--- src/rtl/apogeo_pkg.sv ---
// Shared global widths for the core.
//   ADDRESS_WIDTH : byte address width of the data-memory side
//   DATA_WIDTH    : width of one data word
package apogeo_pkg;

  localparam int ADDRESS_WIDTH = 32;
  localparam int DATA_WIDTH    = 32;

endpackage : apogeo_pkg

--- src/rtl/data_memory_pkg.sv ---
// Data-memory types shared by the load/store path and the store buffer.
//   data_word_t          : one data word
//   address_t            : one memory address
//   store_width_t        : store size tag (BYTE=0, HALF=1, WORD=2)
//   store_buffer_entry_t : one buffered store, {data, address, store_width} MSB first
package data_memory_pkg;

  import apogeo_pkg::*;

  typedef logic [DATA_WIDTH-1:0]    data_word_t;
  typedef logic [ADDRESS_WIDTH-1:0] address_t;

  typedef enum logic [1:0] {
    BYTE = 2'd0,
    HALF = 2'd1,
    WORD = 2'd2
  } store_width_t;

  typedef struct packed {
    data_word_t   data;
    address_t     address;
    store_width_t store_width;
  } store_buffer_entry_t;

endpackage : data_memory_pkg

--- src/rtl/store_buffer_if.sv ---
// Channel interfaces of the store buffer.
//   store_buffer_push_interface : packet + push_request from the LSU, full back to it
//   store_buffer_pull_interface : head packet + empty to the memory port, pull_request from it
// The master modport is the side that drives the request.
interface store_buffer_push_interface;

  import data_memory_pkg::*;

  store_buffer_entry_t packet;
  logic                push_request;
  logic                full;

  modport master (output packet, output push_request, input  full);
  modport slave  (input  packet, input  push_request, output full);

endinterface : store_buffer_push_interface

interface store_buffer_pull_interface;

  import data_memory_pkg::*;

  store_buffer_entry_t packet;
  logic                pull_request;
  logic                empty;

  modport master (input  packet, output pull_request, input  empty);
  modport slave  (output packet, input  pull_request, output empty);

endinterface : store_buffer_pull_interface

--- src/rtl/store_buffer.sv ---
// Write-back store buffer between the load/store unit and the data-memory port.
// Stores are held in a circular FIFO and drained oldest first; a store to an
// already buffered address with the same width overwrites that entry's data.
// Loads are forwarded combinationally from the youngest entry with that address.
//   clk_i, rst_n_i     : clock, asynchronous active-low reset
//   push_channel       : incoming stores, full flag
//   pull_channel       : head entry (first-word fall-through), pop request, empty flag
//   merge_done_o       : one-cycle pulse after a store merged into an existing entry
//   foward_address_i   : load address to look up
//   foward_data_o      : data of the youngest matching entry (0 on miss)
//   address_match_o    : load address hits a valid entry
module store_buffer
  import data_memory_pkg::*;
#(
  parameter int DEPTH = 4
) (
  input  logic                               clk_i,
  input  logic                               rst_n_i,
  store_buffer_push_interface.slave          push_channel,
  store_buffer_pull_interface.slave          pull_channel,
  output logic                               merge_done_o,
  input  address_t                           foward_address_i,
  output data_word_t                         foward_data_o,
  output logic                               address_match_o
);

  localparam int PTR_W = $clog2(DEPTH);
  localparam int CNT_W = $clog2(DEPTH + 1);

  typedef logic [PTR_W-1:0] ptr_t;
  typedef logic [CNT_W-1:0] cnt_t;

  store_buffer_entry_t entries [DEPTH];
  logic [DEPTH-1:0]    valid;
  ptr_t                wr_ptr;
  ptr_t                rd_ptr;
  cnt_t                count;

  logic full;
  logic empty;
  logic pop;
  logic merge_hit;
  ptr_t merge_idx;
  logic alloc;

  assign full  = (count == cnt_t'(DEPTH));
  assign empty = (count == '0);
  assign pop   = pull_channel.pull_request && !empty;

  // Merge candidate: same address and width, but never the head that leaves on
  // this edge. At most one entry can qualify because earlier stores merged.
  always_comb begin
    // NOTE: every always_comb output gets a default first, so no path leaves it unassigned and no latch is inferred.
    merge_hit = 1'b0;
    merge_idx = '0;
    for (int i = 0; i < DEPTH; i++) begin
      if (valid[i]
          && entries[i].address == push_channel.packet.address
          && entries[i].store_width == push_channel.packet.store_width
          && !(pop && ptr_t'(i) == rd_ptr)) begin
        merge_hit = 1'b1;
        merge_idx = ptr_t'(i);
      end
    end
  end

  // A miss when full is only accepted if the head pops on the same edge; the
  // write pointer then equals the freed head slot.
  assign alloc = push_channel.push_request && !merge_hit && (!full || pop);

  // NOTE: the entry array carries no reset; the valid bits alone define which contents are meaningful.
  always_ff @(posedge clk_i) begin
    if (push_channel.push_request && merge_hit) begin
      entries[merge_idx].data <= push_channel.packet.data;
    end else if (alloc) begin
      entries[wr_ptr] <= push_channel.packet;
    end
  end

  always_ff @(posedge clk_i or negedge rst_n_i) begin
    if (!rst_n_i) begin
      // NOTE: sequential state uses non-blocking assignments so every flop samples pre-edge values.
      valid        <= '0;
      wr_ptr       <= '0;
      rd_ptr       <= '0;
      count        <= '0;
      merge_done_o <= 1'b0;
    end else begin
      merge_done_o <= push_channel.push_request && merge_hit;
      // Clear before set: when full with push+pull the same slot is freed and refilled.
      if (pop) begin
        valid[rd_ptr] <= 1'b0;
        rd_ptr        <= rd_ptr + ptr_t'(1);
      end
      if (alloc) begin
        valid[wr_ptr] <= 1'b1;
        wr_ptr        <= wr_ptr + ptr_t'(1);
      end
      if (alloc && !pop) begin
        count <= count + cnt_t'(1);
      end else if (pop && !alloc) begin
        count <= count - cnt_t'(1);
      end
    end
  end

  assign push_channel.full  = full;
  assign pull_channel.empty = empty;
  assign pull_channel.packet = empty ? '0 : entries[rd_ptr];

  // Walk oldest to youngest so the youngest match overwrites earlier ones.
  always_comb begin
    address_match_o = 1'b0;
    foward_data_o   = '0;
    for (int k = 0; k < DEPTH; k++) begin
      if (valid[rd_ptr + ptr_t'(k)]
          && entries[rd_ptr + ptr_t'(k)].address == foward_address_i) begin
        address_match_o = 1'b1;
        foward_data_o   = entries[rd_ptr + ptr_t'(k)].data;
      end
    end
  end

endmodule : store_buffer

--- src/flat_wrapper.sv ---
// flat-port wrapper written by rule: the top's interface ports become plain ports
module store_buffer_flat import data_memory_pkg::*;
#(
  parameter int DEPTH = 4
)
  (clk_i, rst_n_i, merge_done_o, foward_address_i, foward_data_o, address_match_o, push_channel_packet, push_channel_push_request, push_channel_full, pull_channel_packet, pull_channel_pull_request, pull_channel_empty);
  store_buffer_push_interface push_channel_i ();
  store_buffer_pull_interface pull_channel_i ();
  input  logic clk_i;
  input  logic rst_n_i;
  output logic merge_done_o;
  input  address_t foward_address_i;
  output data_word_t foward_data_o;
  output logic address_match_o;
  input wire logic [$bits(push_channel_i.packet)-1:0] push_channel_packet;
  input wire logic [$bits(push_channel_i.push_request)-1:0] push_channel_push_request;
  output wire logic [$bits(push_channel_i.full)-1:0] push_channel_full;
  output wire logic [$bits(pull_channel_i.packet)-1:0] pull_channel_packet;
  input wire logic [$bits(pull_channel_i.pull_request)-1:0] pull_channel_pull_request;
  output wire logic [$bits(pull_channel_i.empty)-1:0] pull_channel_empty;
  assign push_channel_i.packet = push_channel_packet;
  assign push_channel_i.push_request = push_channel_push_request;
  assign push_channel_full = push_channel_i.full;
  assign pull_channel_packet = pull_channel_i.packet;
  assign pull_channel_i.pull_request = pull_channel_pull_request;
  assign pull_channel_empty = pull_channel_i.empty;
  store_buffer #(.DEPTH(DEPTH)) u_core (.clk_i(clk_i), .rst_n_i(rst_n_i), .push_channel(push_channel_i), .pull_channel(pull_channel_i), .merge_done_o(merge_done_o), .foward_address_i(foward_address_i), .foward_data_o(foward_data_o), .address_match_o(address_match_o));
endmodule
--- config.mk ---
export PLATFORM = sky130hd
export DESIGN_NAME = store_buffer_flat
export DESIGN_NICKNAME = d
export VERILOG_FILES = /design/src/rtl/apogeo_pkg.sv /design/src/rtl/data_memory_pkg.sv /design/src/rtl/store_buffer_if.sv /design/src/rtl/store_buffer.sv /design/src/flat_wrapper.sv
export SDC_FILE = /design/constraint.sdc
export NUM_CORES = 1
export LEC_CHECK = 0
export CORE_MARGIN = 2
export CORE_UTILIZATION = 30
export CTS_BUF_LIST = sky130_fd_sc_hd__clkbuf_4
export CTS_CLUSTER_DIAMETER = 40
export CTS_CLUSTER_SIZE = 10
export DETAILED_ROUTE_END_ITERATION = 8
export MAX_ROUTING_LAYER = met4
export SLEW_MARGIN = 10
export SYNTH_ARGS = -nofsm -noshare
export SYNTH_HDL_FRONTEND = slang
export SYNTH_SLANG_ARGS = --single-unit
export TNS_END_PERCENT = 5
--- constraint.sdc ---
create_clock -name clk_i -period 8 [get_ports clk_i]
set_input_delay 0.8 -clock clk_i [delete_from_list [all_inputs] [get_ports clk_i]]
set_output_delay 0.8 -clock clk_i [all_outputs]
set_load 0.1 [all_outputs]
# Word-level counts from Yosys, hierarchy flattened

Memory sizes are Yosys's and may differ from the RTL's.
Cells that the tools add are included.

Input bits: 102
Memories kept: 1
Flip-flop bits (word level): 12
Output and inout port bits: 102
Logic and storage cells: 120
Memory bits (writable): 264

Order comparisons: 7
Add/subtract/negate cells: 6
Mux-type cells: 40
Bitwise logic cells: 3
Equality and inequality tests: 16
Reductions and logical operators: 42

Memory list:

| memory         | words | bits a word | read ports | clocked after Yosys merged registers in | write ports | line               | source |
|---|---|---|---|---|---|---|---|
| u_core.entries | 4     | 66          | 8          | 0                                       | 1           | store_buffer.sv:33 | `store_buffer_entry_t entries [DEPTH];` |

Operators by type and width:

| cell                                                 | number |
|---|---|
| equality test 32 bit                                 | 8 |
| two-way mux 66 bit                                   | 2 |
| two-way mux 32 bit                                   | 4 |
| OR reduction 66 bit                                  | 1 |
| logical AND 1 bit                                    | 28 |
| two-way mux 1 bit                                    | 20 |
| < comparator 2 x 3 -> 1 bit (second input constant)  | 5 |
| logical NOT 1 bit                                    | 9 |
| binary-select mux 1 bit (select 2 bit)               | 4 |
| equality test 2 bit                                  | 4 |
| two-way mux 2 bit                                    | 4 |
| two-way mux 4 bit                                    | 2 |
| two-way mux 3 bit                                    | 2 |
| adder 2 x 1 -> 2 bit (second input constant)         | 2 |
| adder 2 bit (second input constant)                  | 2 |
| AND 4 bit                                            | 1 |
| demux 1 bit (select 2 bit)                           | 2 |
| equality test 2 bit (first input constant)           | 2 |
| >= comparator 2 x 1 -> 1 bit (second input constant) | 2 |
| inverter 4 bit                                       | 1 |
| bitwise OR 4 bit                                     | 1 |
| adder 3 x 1 -> 3 bit (second input constant)         | 1 |
| equality test 3 bit (second input constant)          | 1 |
| logical NOT 3 bit                                    | 1 |
| other kinds (5)                                      | 5 |

# Logic depth before layout (Yosys ltp)

Depth in word-level cells: 18
Gate-level depth with buffers: 21

# Worst setup path before layout

OpenSTA, ideal clock, no wires.

Kind: reg-to-output
Start: reg u_core.rd_ptr[1]
End: out foward_data_o[0]
Data arrival time: 6,602 ps
Cell stages (with the launch flop): 20
Setup slack: 598 ps
Data required time: 7,200 ps
Path through: dfrtp_1 > buf_2 > clkinv_1 > buf_1 > clkbuf_1 > clkbuf_1 > clkbuf_1 > ha_1 > buf_2 > buf_2 > clkbuf_1 > mux2i_1 > xnor2_1 > nor4_1 > a21oi_1 > nor3_1 > buf_2 > a32oi_1 > o21bai_1 > a221oi_1

Word-level cells in the longest chain between the ends: 7

RTL lines:

| what                                                           | line                                                          | source |
|---|---|---|
| start: declaration                                             | store_buffer.sv:36                                            | `ptr_t rd_ptr;` |
| start signal: assignment                                       | store_buffer.sv:93                                            | `rd_ptr <= rd_ptr + ptr_t'(1);` |
| adder 2 x 1 -> 2 bit (tied with other cells)                   | store_buffer.sv:116, store_buffer.sv:117, store_buffer.sv:119 |  |
| memory read (4 x 66 bit) (tied with other cells)               | --                                                            |  |
| equality test 32 bit (tied with other cells)                   | store_buffer.sv:117                                           | `&& entries[rd_ptr + ptr_t'(k)].address == foward_address_i) begin` |
| logical AND 1 bit / two-way mux 32 bit (equally long branches) | store_buffer.sv:117, store_buffer.sv:116                      |  |
| two-way mux 32 bit (2 in a row)                                | store_buffer.sv:116                                           | `if (valid[rd_ptr + ptr_t'(k)]` |
| two-way mux 32 bit *                                           | store_buffer.sv:116                                           |  |
| end: declaration                                               | flat_wrapper.sv:13                                            | `output data_word_t foward_data_o;` |

Every way passes the cells marked *; elsewhere a longest branch is shown, timed or not. The select of a mux whose other input is x is not followed.

# Final worst setup path

Start: reg u_core.rd_ptr[0]
End: out foward_data_o[29]

Same word-level chain as after synthesis.

==> metrics.md <==
| Metric | Value |
|---|---|
| Critical Path AT | `6.38 ns` |
| Tot GR Track Use | `0.209` |
| Synth Register Bits | `276` |
| First-pass GRT wire length | `105000 µm` |
| FF-to-FF setup slack | `2.40 ns` |
| Max_cap viols | `0` |
| Synth cell types | `65` |
| CTS Buffer Depth | `3` |
| Hold slack | `0.308 ns` |
| Via count | `15400` |
| Pre-CTS WS | `1.81 ns` |
| Worst R2R Start | `u_core.rd_ptr[1]$_DFFE_PN0N_` |
| Post-synth EDFFs | `264` |
| Post-synthesis xor/xnor area fraction | `0.108` |
| Lkg Pwr | `7.51 nW` |
| TritonCTS clock tree | `built` |
| Overflow left after global routing | `0` |
| Initial Util | `0.304` |
| Fin. Hold Viols | `0` |
| Die Y | `263 µm` |
| Setup TNS | `0 ns` |
| Tot Pwr | `10.6 mW` |
| Routability congestion estimate from global placement | `1.04` |
| Post-Syn Instances | `1612` |
| Pin count of the biggest net entering global routing | `124` |
| Compound-gate portion of the synthesized area | `0.0993` |
| TritonCTS buffer count | `55` |
| Root Driver | `clkbuf_4` |
| Clock sink count | `276` |
| Final setup viols | `0` |
| Wirelength per Cell | `27.1 µm` |
| Post-Place Cells | `2547` |
| Adder-cell share of the synthesized area | `0.00661` |
| Vias per cell | `5.78` |
| Largest family of logic cells by synthesized area | `multiplexers` |
| Syn_nets | `1724` |
| Final worst slack | `0.819 ns` |
| DR pass1 iterations | `6` |
| Highest clock rate | `0.139 GHz` |
| Synth Cell Area | `20100 µm²` |
| Clock transition at path regs | `0.10 ns` |
| WP data required | `7.20 ns` |
| DRC violations left | `0` |
| Status | `finished clean` |
| Number of cells on the worst reg-to-reg path | `12` |
| Skew final | `0.0790 ns` |
| Setup crit start kind | `flip-flop` |
| Layout Utilization | `0.358` |
| Final wirelength | `71900 µm` |
| Worst-path fanout max | `123` |
| H-tree depth | `2` |
| HP Class | `in -> async` |
| Synth Area in Simple Gates | `0.0887` |
| Final instance area | `23600 µm²` |
| Initial detailed-routing violation count | `1746` |
| RR Endpoint | `u_core.entries[2][13]$_DFFE_PP_` |
| Layout Area Growth over Synthesis | `17.5%` |
| Cell Area, Placed | `22800 µm²` |
| Seq/Total Area, Yosys | `0.410` |
| Fin crit period | `7.18 ns` |
| Port buffer count | `203` |
| Final period util | `0.898` |
| Yosys warnings | `0` |
| Mux cell area share after synthesis | `0.245` |
| DIE WIDTH | `263 µm` |
| Max IR drop VDD | `0.000697 V` |
| Power density over the cells | `449 nW/µm²` |
| Post-CTS resize count | `0` |
| Detail Placement HPWL | `51300 µm` |
| Fin nets | `1852` |
| # rows | `94` |
| Syn avg cell area | `12.5 µm²` |
| Most frequent cells in the layout | `edfxtp_1, xnor2_1, clkdlybuf4s50_1` |
| CTS Hold Buffers Added | `0` |
| Post-CTS Setup Inserts | `0` |
| Core Footprint | `66000 µm²` |
| Vias in the first global route | `15000` |
| Die ar. | `69000 µm²` |
| Kind of critical path | `reg -> out` |
| Worst slew margin | `0.246` |
| Async S/R FF share, synth | `0.0435` |
| Layout Cells excl Fill | `2654` |
| Max-slew violations | `0` |
| Initial antenna violation count | `5` |
| CP endpoint kind | `primary output` |
| Tightest Pin Transition | `1.13 ns` |
| RSZ-0062 raised after global routing | `false` |
| Most common cell after layout, fill and taps aside | `edfxtp_1` |
| Top FF cell, synth | `edfxtp_1` |
| I/O pin cnt | `204` |
| Antenna-violating nets left | `0` |
| Layout cell share with drive strength beyond 1 | `0.252` |
| Skew-Pair Late Insertion Delay | `0.85 ns` |
worst max-delay path: stages, from the launching register on:
cell      delay (ns)
dfrtp_4         0.44
buf_12          0.55
buf_4           0.71
mux2_2          0.45
a2bb2o_1        0.30
o41ai_1         0.72
o221ai_1        0.32
nor4_4          0.55
buf_4           0.36
a32oi_1         0.07
o21bai_1        0.19
a221oi_1        0.31
buf_4           0.35
synth_stat cells (4+ instances only):
cell type	count	area, µm²
edfxtp_1	264	7930
xnor2_1	220	1930
mux4_2	152	3420
clkbuf_1	96	360
mux2i_1	94	941
nor2_1	85	319
a21oi_1	76	380
nor2b_1	54	338
nand2_1	50	188
mux2_2	48	541
nand4_1	48	300
buf_2	35	175
or2_2	33	206
a32oi_1	31	272
o21bai_1	31	233
a221oi_2	28	420
xor2_1	27	236
buf_1	21	78.8
o21ai_0	21	105
inv_1	20	75.1
nor4_1	18	113
nor3_1	15	75.1
nand3_1	13	65.1
dfrtp_1	12	300
a211oi_1	11	82.6
ha_1	9	113
o22ai_1	9	56.3
and2_1	8	50.1
buf_6	8	90.1
o221ai_1	7	61.3
a2111oi_0	5	43.8
a221oi_1	5	43.8
a222oi_1	5	50.1
o211ai_1	5	37.5
buf_4	4	30.0
power breakdown:
group	internal, mW	switching (mW)
Clock	0.520	0.682
Combinational	2.58	4.69
Sequential	1.85	0.265
worst max-delay path by stage:
stage                            startpoint                end  slack (ns)  cells after the start
2_1_floorplan  u_core.rd_ptr[1]$_DFFE_PN0N_   foward_data_o[0]        0.60                     19
3_3_place_gp   u_core.rd_ptr[0]$_DFFE_PN0N_   foward_data_o[4]        1.87                     13
3_5_place_dp   u_core.rd_ptr[0]$_DFFE_PN0N_  foward_data_o[29]        1.81                     12
4_1_cts        u_core.rd_ptr[0]$_DFFE_PN0N_  foward_data_o[29]        0.82                     12
5_1_grt        u_core.rd_ptr[0]$_DFFE_PN0N_  foward_data_o[29]        0.54                     12
6_report       u_core.rd_ptr[0]$_DFFE_PN0N_  foward_data_o[29]        0.82                     12
routing by layer:
metal	track usage	vias up	wire (µm)
met4	0.0621	0	2110
met3	0.0390	132	6340
li1	-	6547	-
met5	-	-	0
met1	0.277	7826	29700
met2	0.326	845	33800
cell families after synthesis:
group,count (synthesis)
simple gates,337
mux,295
flops,276
compound gates,258
xor+xnor,247
buf+inv,189
fa+ha+maj,10
flip-flops by register name, indices dropped and copies added (netlist names):
| register | cells |
|---|---|
| u_core.wr_ptr | 2 |
| u_core.entries | 264 |
| u_core.valid | 4 |
| u_core.count | 3 |
| u_core.merge_done_o | 1 |
| u_core.rd_ptr | 2 |
area by class of cell:
class / count / area [µm²]
clock inverter: 39 / 353
clock buffer: 63 / 473
timing repair buffer: 237 / 2240
inverter: 23 / 86.3
tap: 864 / 1080
multi-input combinational: 1147 / 11100
fill: 6380 / 42400
antenna: 5 / 12.5
sequential: 276 / 8240
(Power assumes the default switching activity.)
